$ cat src/rtl/digit_entry_ctrl_if.sv
// digit_entry_ctrl_if
// Bundles the keypad strobe and the shift-register / status outputs of
// digit_entry_ctrl.
//   master : key source (drives key_valid/key_code, observes status)
//   slave  : digit_entry_ctrl (consumes keys, drives sr_* and status)
// Signals:
//   key_valid   1  single-cycle key strobe
//   key_code    4  0-9 digit, A CLEAR, B ENTER, C-F invalid
//   sr_ce       1  shift-register clock enable
//   sr_din      4  shift-register data, valid with sr_ce
//   digit_count 4  digits entered, 0-8
//   full        1  digit_count == 8
//   busy        1  clear sequence running
//   locked      1  entry locked by ENTER
//   entered     1  one-cycle pulse on accepted ENTER
//   key_drop    1  one-cycle pulse on rejected key
interface digit_entry_ctrl_if;
    logic       key_valid;
    logic [3:0] key_code;
    logic       sr_ce;
    logic [3:0] sr_din;
    logic [3:0] digit_count;
    logic       full;
    logic       busy;
    logic       locked;
    logic       entered;
    logic       key_drop;

    modport master (
        output key_valid, key_code,
        input  sr_ce, sr_din, digit_count, full, busy, locked, entered, key_drop
    );

    modport slave (
        input  key_valid, key_code,
        output sr_ce, sr_din, digit_count, full, busy, locked, entered, key_drop
    );
endinterface

$ cat src/rtl/digit_entry_ctrl.sv
// digit_entry_ctrl
// Keypad digit-entry controller. Accepts up to 8 digits into an external
// shift register, blanks it with an 8-cycle fill sequence on CLEAR, and
// locks the entry on ENTER. All outputs are registered (latency 1).
// Ports:
//   clk  system clock
//   rst  synchronous active-high reset
//   bus  digit_entry_ctrl_if.slave (key strobe in, sr_* and status out)
// Configuration:
//   CLEAR_FILL_BLANK_EN  defined -> fill code 0xF, undefined -> fill code 0x0
//
// State   | meaning
// --------+----------------------------------------------------------
// IDLE    | accepting digits, CLEAR and ENTER
// CLEAR   | shifting the fill code for 8 cycles, all keys dropped
// LOCKED  | entry frozen after ENTER, only CLEAR accepted
module digit_entry_ctrl (
    input logic               clk,
    input logic               rst,
    digit_entry_ctrl_if.slave bus
);

`ifdef CLEAR_FILL_BLANK_EN
    localparam logic [3:0] FILL = 4'hF;
`else
    localparam logic [3:0] FILL = 4'h0;
`endif

    localparam logic [3:0] KEY_CLEAR = 4'hA;
    localparam logic [3:0] KEY_ENTER = 4'hB;
    localparam logic [3:0] MAX_DIGITS = 4'd8;

    typedef enum logic [1:0] {
        IDLE   = 2'd0,
        CLEAR  = 2'd1,
        LOCKED = 2'd2
    } state_t;

    state_t     state_q, state_d;
    logic [2:0] fill_q, fill_d;
    logic [3:0] digit_count_q, digit_count_d;
    logic       sr_ce_q, sr_ce_d;
    logic [3:0] sr_din_q, sr_din_d;
    logic       full_q, full_d;
    logic       busy_q, busy_d;
    logic       locked_q, locked_d;
    logic       entered_q, entered_d;
    logic       key_drop_q, key_drop_d;

    logic is_digit, is_clear, is_enter;

    assign is_digit = (bus.key_code <= 4'd9);
    assign is_clear = (bus.key_code == KEY_CLEAR);
    assign is_enter = (bus.key_code == KEY_ENTER);

    always_comb begin
        state_d       = state_q;
        fill_d        = fill_q;
        digit_count_d = digit_count_q;
        sr_ce_d       = 1'b0;
        sr_din_d      = sr_din_q;
        busy_d        = busy_q;
        locked_d      = locked_q;
        entered_d     = 1'b0;
        key_drop_d    = 1'b0;

        case (state_q)
            IDLE: begin
                if (bus.key_valid) begin
                    if (is_digit) begin
                        if (digit_count_q < MAX_DIGITS) begin
                            sr_ce_d       = 1'b1;
                            sr_din_d      = bus.key_code;
                            digit_count_d = digit_count_q + 4'd1;
                        end else begin
                            key_drop_d = 1'b1;
                        end
                    end else if (is_clear) begin
                        state_d  = CLEAR;
                        fill_d   = 3'd7;
                        sr_ce_d  = 1'b1;
                        sr_din_d = FILL;
                        busy_d   = 1'b1;
                    end else if (is_enter && (digit_count_q != 4'd0)) begin
                        state_d   = LOCKED;
                        locked_d  = 1'b1;
                        entered_d = 1'b1;
                    end else begin
                        key_drop_d = 1'b1;
                    end
                end
            end

            LOCKED: begin
                if (bus.key_valid) begin
                    if (is_clear) begin
                        state_d  = CLEAR;
                        fill_d   = 3'd7;
                        sr_ce_d  = 1'b1;
                        sr_din_d = FILL;
                        busy_d   = 1'b1;
                    end else begin
                        key_drop_d = 1'b1;
                    end
                end
            end

            CLEAR: begin
                // Fill length comes only from the down-counter; keys are
                // dropped and never disturb the sequence.
                key_drop_d = bus.key_valid;
                if (fill_q == 3'd0) begin
                    state_d       = IDLE;
                    digit_count_d = 4'd0;
                    busy_d        = 1'b0;
                    locked_d      = 1'b0;
                end else begin
                    fill_d   = fill_q - 3'd1;
                    sr_ce_d  = 1'b1;
                    sr_din_d = FILL;
                end
            end

            default: begin
                state_d = IDLE;
            end
        endcase

        full_d = (digit_count_d == MAX_DIGITS);
    end

    always_ff @(posedge clk) begin
        if (rst) begin
            state_q       <= IDLE;
            fill_q        <= 3'd0;
            digit_count_q <= 4'd0;
            sr_ce_q       <= 1'b0;
            sr_din_q      <= 4'h0;
            full_q        <= 1'b0;
            busy_q        <= 1'b0;
            locked_q      <= 1'b0;
            entered_q     <= 1'b0;
            key_drop_q    <= 1'b0;
        end else begin
            state_q       <= state_d;
            fill_q        <= fill_d;
            digit_count_q <= digit_count_d;
            sr_ce_q       <= sr_ce_d;
            sr_din_q      <= sr_din_d;
            full_q        <= full_d;
            busy_q        <= busy_d;
            locked_q      <= locked_d;
            entered_q     <= entered_d;
            key_drop_q    <= key_drop_d;
        end
    end

    assign bus.sr_ce       = sr_ce_q;
    assign bus.sr_din      = sr_din_q;
    assign bus.digit_count = digit_count_q;
    assign bus.full        = full_q;
    assign bus.busy        = busy_q;
    assign bus.locked      = locked_q;
    assign bus.entered     = entered_q;
    assign bus.key_drop    = key_drop_q;

endmodule

$ cat src/flat_wrapper.sv
// flat-port wrapper written by rule: the top's interface ports become plain ports
module digit_entry_ctrl_flat 
  (clk, rst, bus_key_valid, bus_key_code, bus_sr_ce, bus_sr_din, bus_digit_count, bus_full, bus_busy, bus_locked, bus_entered, bus_key_drop);
  digit_entry_ctrl_if bus_i ();
  input logic clk;
  input logic rst;
  input wire logic [$bits(bus_i.key_valid)-1:0] bus_key_valid;
  input wire logic [$bits(bus_i.key_code)-1:0] bus_key_code;
  output wire logic [$bits(bus_i.sr_ce)-1:0] bus_sr_ce;
  output wire logic [$bits(bus_i.sr_din)-1:0] bus_sr_din;
  output wire logic [$bits(bus_i.digit_count)-1:0] bus_digit_count;
  output wire logic [$bits(bus_i.full)-1:0] bus_full;
  output wire logic [$bits(bus_i.busy)-1:0] bus_busy;
  output wire logic [$bits(bus_i.locked)-1:0] bus_locked;
  output wire logic [$bits(bus_i.entered)-1:0] bus_entered;
  output wire logic [$bits(bus_i.key_drop)-1:0] bus_key_drop;
  assign bus_i.key_valid = bus_key_valid;
  assign bus_i.key_code = bus_key_code;
  assign bus_sr_ce = bus_i.sr_ce;
  assign bus_sr_din = bus_i.sr_din;
  assign bus_digit_count = bus_i.digit_count;
  assign bus_full = bus_i.full;
  assign bus_busy = bus_i.busy;
  assign bus_locked = bus_i.locked;
  assign bus_entered = bus_i.entered;
  assign bus_key_drop = bus_i.key_drop;
  digit_entry_ctrl u_core (.clk(clk), .rst(rst), .bus(bus_i));
endmodule
$ cat config.mk
export PLATFORM = sky130hd
export DESIGN_NAME = digit_entry_ctrl_flat
export DESIGN_NICKNAME = d
export VERILOG_FILES = /design/src/rtl/digit_entry_ctrl_if.sv /design/src/rtl/digit_entry_ctrl.sv /design/src/flat_wrapper.sv
export SDC_FILE = /design/constraint.sdc
export NUM_CORES = 1
export LEC_CHECK = 0
export ABC_CLOCK_PERIOD_IN_PS = 4600
export CAP_MARGIN = 20
export CORE_MARGIN = 4
export CORE_UTILIZATION = 48
export DETAILED_ROUTE_END_ITERATION = 8
export GPL_TIMING_DRIVEN = 0
export PLACE_DENSITY = 0.79
export SLEW_MARGIN = 20
export SYNTH_ARGS = -nofsm -noshare
export SYNTH_HDL_FRONTEND = slang
export SYNTH_SLANG_ARGS = --single-unit
$ cat constraint.sdc
create_clock -name clk -period 4.6 [get_ports clk]
set_clock_uncertainty 0.05 [all_clocks]
set_input_delay 1.38 -clock clk [delete_from_list [all_inputs] [get_ports clk]]
set_output_delay 1.38 -clock clk [all_outputs]
set_load 0.02 [all_outputs]
======== Word-level counts from Yosys, hierarchy flattened ========
Index checks and enable logic that the tools add are counted.
W data, S select, Z words.
word-level totals
  register bits after elaboration ......... 19
  input port bits ......................... 7
  output and inout bits ................... 14
  logic and storage cells ................. 96
cells by class
  add/sub/neg operators ................... 2
  order comparisons ....................... 2
  equal/unequal tests ..................... 15
  muxes and demuxes ....................... 53
  bitwise logic cells ..................... 2
  reduce and logical (&&, ||, !) cells .... 12
operators by type and width
  cell                   count
  $mux W4                10
  $mux W1                23
  $mux W3                5
  $reduce_and A5 Y1      3
  $mux W2                7
  $eq A4 B4 Y1 const B   3
  $pmux W4 S3            1
  $reduce_and A6 Y1      2
  $ne A2 B2 Y1 const B   5
  $pmux W1 S3            3
  $pmux W3 S3            1
  $pmux W4 S2            1
  $ne A2 B1 Y1 const B   3
  $pmux W2 S3            1
  $reduce_or A5 Y1       1
  $add A4 B1 Y4 const B  1
  $le A4 B4 Y1 const B   1
  $lt A4 B4 Y1 const B   1
  $reduce_bool A4 Y1     1
  $logic_not A3 Y1       1
  $ne A3 B1 Y1 const B   1
  $ne A3 B3 Y1 const B   1
  $reduce_bool A3 Y1     1
  $sub A3 B1 Y3 const B  1
  other kinds (7)        8

======== Logic depth before layout (Yosys ltp) ========
Gate-level depths: netlist of run 1.
  depth after elaboration ................. 7
  mapped depth ............................ 7

======== Worst setup path before layout of run 1 ========
OpenSTA, ideal clock, no wires.
  path type ............................... input port to flip-flop
  start point ............................. input port bus_key_code[3]
  end point ............................... register u_core.sr_din_q[1] (netlist: u_core.bus.sr_din[1])
  setup time .............................. 0.117 ns
  arrival ................................. 2.447 ns
  path slack .............................. 1.986 ns
  cell stages on the path ................. 6
  path buffers ............................ 2
  path through ............................ buf_2 -> o21ai_2 -> buf_4 -> a2111o_1 -> o21ba_2 -> o21ai_1
on the way
  cells in the longest elaborated chain, start to end .. 5
  elaborated cells on any way between the ends .. 9
  those cells by class .................... order compare: 1; eq/ne: 2; mux: 5; reduce/logical: 1
RTL lines
  element                                               line                     source
  start, declared                                       flat_wrapper.sv:8        input wire logic [$bits(bus_i.key_code)-1:0] bus_key_code;
  branches (longest 5 deep; another with $le A4 B4 Y1)  n/a
  end signal, assigned                                  digit_entry_ctrl.sv:149  sr_din_q <= sr_din_d;
  end, declared                                         digit_entry_ctrl.sv:43   logic [3:0] sr_din_q, sr_din_d;
Parallel ways; which one is timed is not known. The select of a mux whose other input is x is not followed.
A chain may end at the register's enable or synchronous reset.

======== Worst setup path after layout of run 1 ========
  start point ............................. register u_core.digit_count_q[3] (netlist: u_core.bus.digit_count[3])
  end point ............................... output port bus_digit_count[3]
RTL lines
  element                 line                     source
  start, declared         digit_entry_ctrl.sv:41   logic [3:0] digit_count_q, digit_count_d;
  start signal, assigned  digit_entry_ctrl.sv:147  digit_count_q <= digit_count_d;
  end, declared           flat_wrapper.sv:11       output wire logic [$bits(bus_i.digit_count)-1:0] bus_digit_count;
No word-level cell between the ends.

==> flow_summary.yaml, run 1 <==
final_layout:
  nets: 183
  antenna_cells: 0
  area_growth_pct: 19.8
  stdcell_area_sq_um: 1490
  filler_cell_count: 238
  finalNonFillerCells: 197
  drive_gt1_share_pct: 10.8
  seq_area_sq_um: 380
  utilization_pct: 59.9
  multiInputGateArea_sq_um: 781
drt:
  vias: 1199
  wl_microns: 3070
  ant_nets: 0
  drcViolationCount: 0
  routedWlPerCell_microns: 15.6
  first_pass_iters: 4
  drt_iter0_drc: 66
  via_per_inst: 6.09
clock_network:
  cts_tree: "done"
  htree_levels: 1
  clk_pin_slew_ns: 0.11
  ctsResizeCount: 0
  cts_root_buffer: "clkbuf_4"
  cts_setup_buffers: 0
  insertion_delay_ns: 0.30
  cts.sinks: 19
  clockBufferDepth: 2
  hold_buffers: 0
  cts_buffers: 3
global_routing:
  grt_use_met2_pct: 31.2
  grt_max_degree: 12
  gr-total-overflow: 0
  track_usage_pct: 18.9
  busiest_layer: "met2"
  grtUsageMet1_pct: 25.3
  antenna_found_initial: 0
  grt_pass1_vias: 1143
  grtUsageMet3_pct: 2.63
  grt_pass1_wl_microns: 5120
setup_path:
  path_cells: "clkdlybuf4s50_1"
  path_class: "flop to output pin"
  cp_max_fo: 9
  start_kind: "flop"
  cp-endpoint: "bus_digit_count[3]"
  end_kind: "output pin"
  cpMaxStageDelayCell: "clkdlybuf4s50_1"
  r2r-start: "u_core.fill_q[0]$_SDFFE_PP0P_"
  crit_required_ns: 3.17
  cpLargestDelayFamily: "buffers and inverters"
  rrSetupSlack_ns: 2.47
  critical_path_buf_inv_count: 1
  rr_worst_depth: 7
  startpoint: "u_core.bus.digit_count[3]$_SDFF_PP0_"
  critPathMaxStageDelay_ns: 0.68
  r2r-end: "u_core.fill_q[1]$_SDFFE_PP0P_"
  crit_arrival_ns: 1.50
  worst-path-stages: 1
placement:
  place_inst: 193
  io_buffers: 18
  pre_cts_ws_ns: 1.39
  place_area_sq_um: 1460
  gp_congestion: 0.902
  hpwl_microns: 2260
die:
  core_sq_um: 2480
  rows: 18
  dieArea_sq_um: 3460
  die_y_microns: 58.8
  num_io_pins: 21
  initial_core_util_pct: 50.1
  die_width_microns: 58.8
timing:
  tns_ns: 0
  setup_slack_ns: 1.67
  relSlewSlack_pct: 64.7
  drv_slew: 0
  post-route-period-util_pct: 63.7
  finalCriticalPeriod_ns: 2.93
  finalSetupViolations: 0
  worst_slew_pin_slew_ns: 0.529
  rsz0062_at_grt: "false"
  hold_ws_ns: 0.429
  max_freq_mhz: 341
  finalHoldViolCount: 0
logic_synthesis:
  netlist_instances: 145
  ys_warn_count: 0
  syn_avg_cell_area_sq_um: 8.55
  synth_flop_cell: "dfxtp_1"
  synth_area_leaders: "dfxtp_1 (31%), ha_1 (8.1%), nand2_1 (3.3%), nor2b_1 (3.0%), inv_1 (2.7%)"
  syn_nets: 160
  yosys.area.top_type_share_pct: 30.7
  synthArstFlopShare_pct: 0
  synth_seq_area_share_pct: 30.7
  synth_seq_cells: 19
  yosysTopAreaCell: "dfxtp_1"
  synth_common_cells: "dfxtp_1 (19), nand2_1 (11), inv_1 (9)"
  synth-edff-count: 0
  synthDistinctLibCells: 50
  synth_area_sq_um: 1240
  yosys.cell_count.top_type: "dfxtp_1"
power_and_ir_drop:
  worst_ir_drop_vdd_uv: 148
  internal-power_uw: 239
  p_switching_uw: 107
  p_leak_nw: 0.522
  power_frac_seq_pct: 50.4
  power_uw: 346
  swShare_pct: 30.8
  p_clk_share_pct: 25.1
  powerDensity_nw_per_um2: 233
  combinationalPowerShare_pct: 24.5
outcome:
  outcome: "completed"
run:
  drv_cap: 0
min_path:
  min_path_type: "flop to flop"
## metal layers
metal  wire length [microns]  up-vias
met1                    1440      558
li1                        -      588
met2                    1400       48
met4                      36        0
met5                       0        -
met3                     186        5
## power by group through the flow
stage	clock (mW)	combinational, mW	sequential (mW)
floorplan	0	0.0502	0.183
global placement	0	0.0815	0.178
finish	0.0868	0.0847	0.175
global route	0.0930	0.0923	0.176
CTS	0.0874	0.0838	0.174
detailed placement	0	0.0833	0.178
## how the worst min path moves through the flow
stage | cells after the start | end | slack, ns | from
after floorplan | 1 | u_core.fill_q[0]$_SDFFE_PP0P_ | 0.39 | u_core.fill_q[0]$_SDFFE_PP0P_
after global placement | 2 | u_core.bus.sr_din[1]$_SDFFE_PP0P_ | 0.41 | u_core.bus.sr_din[1]$_SDFFE_PP0P_
after detailed placement | 2 | u_core.bus.sr_din[2]$_SDFFE_PP0P_ | 0.41 | u_core.bus.sr_din[2]$_SDFFE_PP0P_
after CTS | 2 | u_core.bus.sr_din[2]$_SDFFE_PP0P_ | 0.43 | u_core.bus.sr_din[2]$_SDFFE_PP0P_
after global routing | 2 | u_core.bus.sr_din[2]$_SDFFE_PP0P_ | 0.46 | u_core.bus.sr_din[2]$_SDFFE_PP0P_
final | 2 | u_core.bus.sr_din[2]$_SDFFE_PP0P_ | 0.43 | u_core.bus.sr_din[2]$_SDFFE_PP0P_
## placed cells by master (no fill, tap or decap), drive strengths merged, types with 3 or more instances in the layout
master         Yosys  final
clkbuf             3      6
nor3               5      5
nor3b              3      3
nand4              4      4
o21ai             12     12
nand3b             4      4
nor2               4      4
buf                5      5
nand2b             3      3
dfxtp             19     19
nand2             11     11
nand3              3      3
and2               4      4
a31oi              4      4
ha                 8      8
a221oi             3      3
inv                9      9
nor2b              7      7
a21oi              4      4
clkdlybuf4s50      0     18
a311oi             3      3
## kinds of logic (layout without fill, tap and decap cells)
| group | Yosys count | count (layout) | share of synthesized area [%] |
|---|---|---|---|
| AND/OR/NAND/NOR | 56 | 56 | 27.3 |
| AO/OA/AOI/OAI | 43 | 43 | 25.9 |
| flip-flops | 19 | 19 | 30.7 |
| buffers and inverters | 17 | 39 | 6.36 |
| adder cells (fa/ha/maj) | 8 | 8 | 8.07 |
| multiplexers | 2 | 2 | 1.61 |
## flip-flops by register name, summed over array words and instances, names as in the netlist
signal	count
u_core.bus.busy	1
u_core.bus.full	1
u_core.bus.entered	1
u_core.bus.digit_count	4
u_core.bus.key_drop	1
u_core.state_q	2
u_core.bus.sr_din	4
u_core.bus.locked	1
u_core.bus.sr_ce	1
u_core.fill_q	3
## final cells by class
| class | instances | share of cell area (%) |
|---|---|---|
| clock inverter | 1 | 0.337 |
| clock buffer | 3 | 1.52 |
| timing repair buffer | 18 | 12.1 |
| inverter | 9 | 2.27 |
| multi-input combinational | 109 | 52.6 |
| tap | 30 | 2.53 |
| buffer | 8 | 3.03 |
| sequential | 19 | 25.6 |
(Power assumes the default switching activity.)
==> run 2: changes to the inputs <==
Settings changed: ABC_CLOCK_PERIOD_IN_PS 4600 to 2520, CORE_UTILIZATION 48 to 47, PLACE_DENSITY 0.79 to 0.81.
Clock period 4.6 ns to 2.52 ns, I/O delays scaled along.
==> flow_summary.yaml, run 2 (synthesized netlist as in run 1, its figures left out) <==
placement:
  place_area_sq_um: 1460
  hpwl_microns: 2270
  gp_congestion: 0.901
  place_inst: 193
  io_buffers: 18
  pre_cts_ws_ns: -0.0675
global_routing:
  antenna_found_initial: 0
  grt_pass1_wl_microns: 5060
  grt_pass1_vias: 1130
  gr-total-overflow: 0
  grt_max_degree: 12
  track_usage_pct: 18.9
timing:
  post-route-period-util_pct: 92.4
  hold_ws_ns: 0.428
  max_freq_mhz: 430
  setup_slack_ns: 0.192
  relSlewSlack_pct: 62.2
  tns_ns: 0
  drv_slew: 0
  worst_slew_pin_slew_ns: 0.567
  finalSetupViolations: 0
  finalHoldViolCount: 0
  rsz0062_at_grt: "false"
  finalCriticalPeriod_ns: 2.33
final_layout:
  final_common_cell: "dfxtp_1"
  layout_common_cells: "dfxtp_1 (19), clkdlybuf4s50_1 (18), nand2_1 (11), inv_1 (9), ha_1 (8)"
  finalNonFillerCells: 197
  nets: 183
  utilization_pct: 59.4
  stdcell_area_sq_um: 1490
  drive_gt1_share_pct: 10.8
  filler_cell_count: 225
  area_growth_pct: 19.8
  antenna_cells: 0
setup_path:
  crit_arrival_ns: 1.52
  end_kind: "output pin"
  cp_max_fo: 9
  critPathMaxStageDelay_ns: 0.68
  critical_path_buf_inv_count: 1
  cpMaxStageDelayCell: "clkdlybuf4s50_1"
  start_kind: "flop"
  path_cells: "clkdlybuf4s50_1"
  crit_required_ns: 1.71
  path_class: "flop to output pin"
  cpLargestDelayFamily: "buffers and inverters"
clock_network:
  ctsResizeCount: 0
  hold_buffers: 0
  cts_tree: "done"
  cts.sinks: 19
  insertion_delay_ns: 0.30
  cts_setup_buffers: 0
  htree_levels: 1
  clockBufferDepth: 2
  cts_buffers: 3
  cts_root_buffer: "clkbuf_4"
  clk_pin_slew_ns: 0.12
drt:
  via_per_inst: 6.03
  drcViolationCount: 0
  routedWlPerCell_microns: 15.5
  first_pass_iters: 4
  drt_iter0_drc: 32
  vias: 1187
  wl_microns: 3060
  ant_nets: 0
power_and_ir_drop:
  p_leak_nw: 0.522
  power_uw: 634
  swShare_pct: 31.0
  p_clk_share_pct: 25.5
  powerDensity_nw_per_um2: 427
  combinationalPowerShare_pct: 24.2
  power_frac_seq_pct: 50.2
  worst_ir_drop_vdd_uv: 353
  internal-power_uw: 437
  p_switching_uw: 197
outcome:
  outcome: "completed"
die:
  initial_core_util_pct: 49.6
  dieArea_sq_um: 3520
  die_width_microns: 59.4
  num_io_pins: 21
  die_y_microns: 59.4
  rows: 18
  core_sq_um: 2500
min_path:
  min_path_type: "flop to flop"
run:
  drv_cap: 0
==> run 2: layout make-up <==
type                            instances  area (sq um)  area share, %
Clock buffer                            3          22.5           1.52
Sequential cell                        19           380           25.6
Clock inverter                          1          5.00          0.337
Tap cell                               30          37.5           2.53
Timing Repair Buffer                   18           180           12.1
Inverter                                9          33.8           2.27
Buffer                                  8          45.0           3.03
Multi-Input combinational cell        109           781           52.6
==> run 2: final timing paths <==
check                                        from                                end  slack (ns)  depth (start not counted)
min reg2reg     u_core.bus.sr_din[2]$_SDFFE_PP0P_  u_core.bus.sr_din[2]$_SDFFE_PP0P_        0.43                          2
min             u_core.bus.sr_din[2]$_SDFFE_PP0P_  u_core.bus.sr_din[2]$_SDFFE_PP0P_        0.43                          2
max          u_core.bus.digit_count[3]$_SDFF_PP0_                 bus_digit_count[3]        0.19                          1
max reg2reg         u_core.fill_q[0]$_SDFFE_PP0P_      u_core.fill_q[2]$_SDFFE_PP0P_        0.44                          7
==> run 2: power groups by stage <==
stage / logic (mW) / clock network [mW] / registers, mW
after global placement: 0.148 / 0 / 0.325
final: 0.154 / 0.162 / 0.318
after floorplan: 0.0917 / 0 / 0.335
after global routing: 0.167 / 0.176 / 0.320
after detailed placement: 0.152 / 0 / 0.325
after CTS: 0.153 / 0.165 / 0.318
==> run 2: tightest hold or removal path: cells and delay by family (launching register included) <==
family,cells,cell delay (ns)
AO/OA/AOI/OAI,1,0.05
flip-flops,1,0.33
AND/OR/NAND/NOR,1,0.06
==> run 2: per-layer routing <==
layer / part of all wire (%) / GRT usage, % / vias to the layer above
li1: - / - / 586
met1: 48 / 23.3 / 561
met2: 47 / 31.4 / 35
met3: 4.5 / 4.36 / 5
met4: 1.3 / 7.44 / 0
met5: 0 / 0 / -
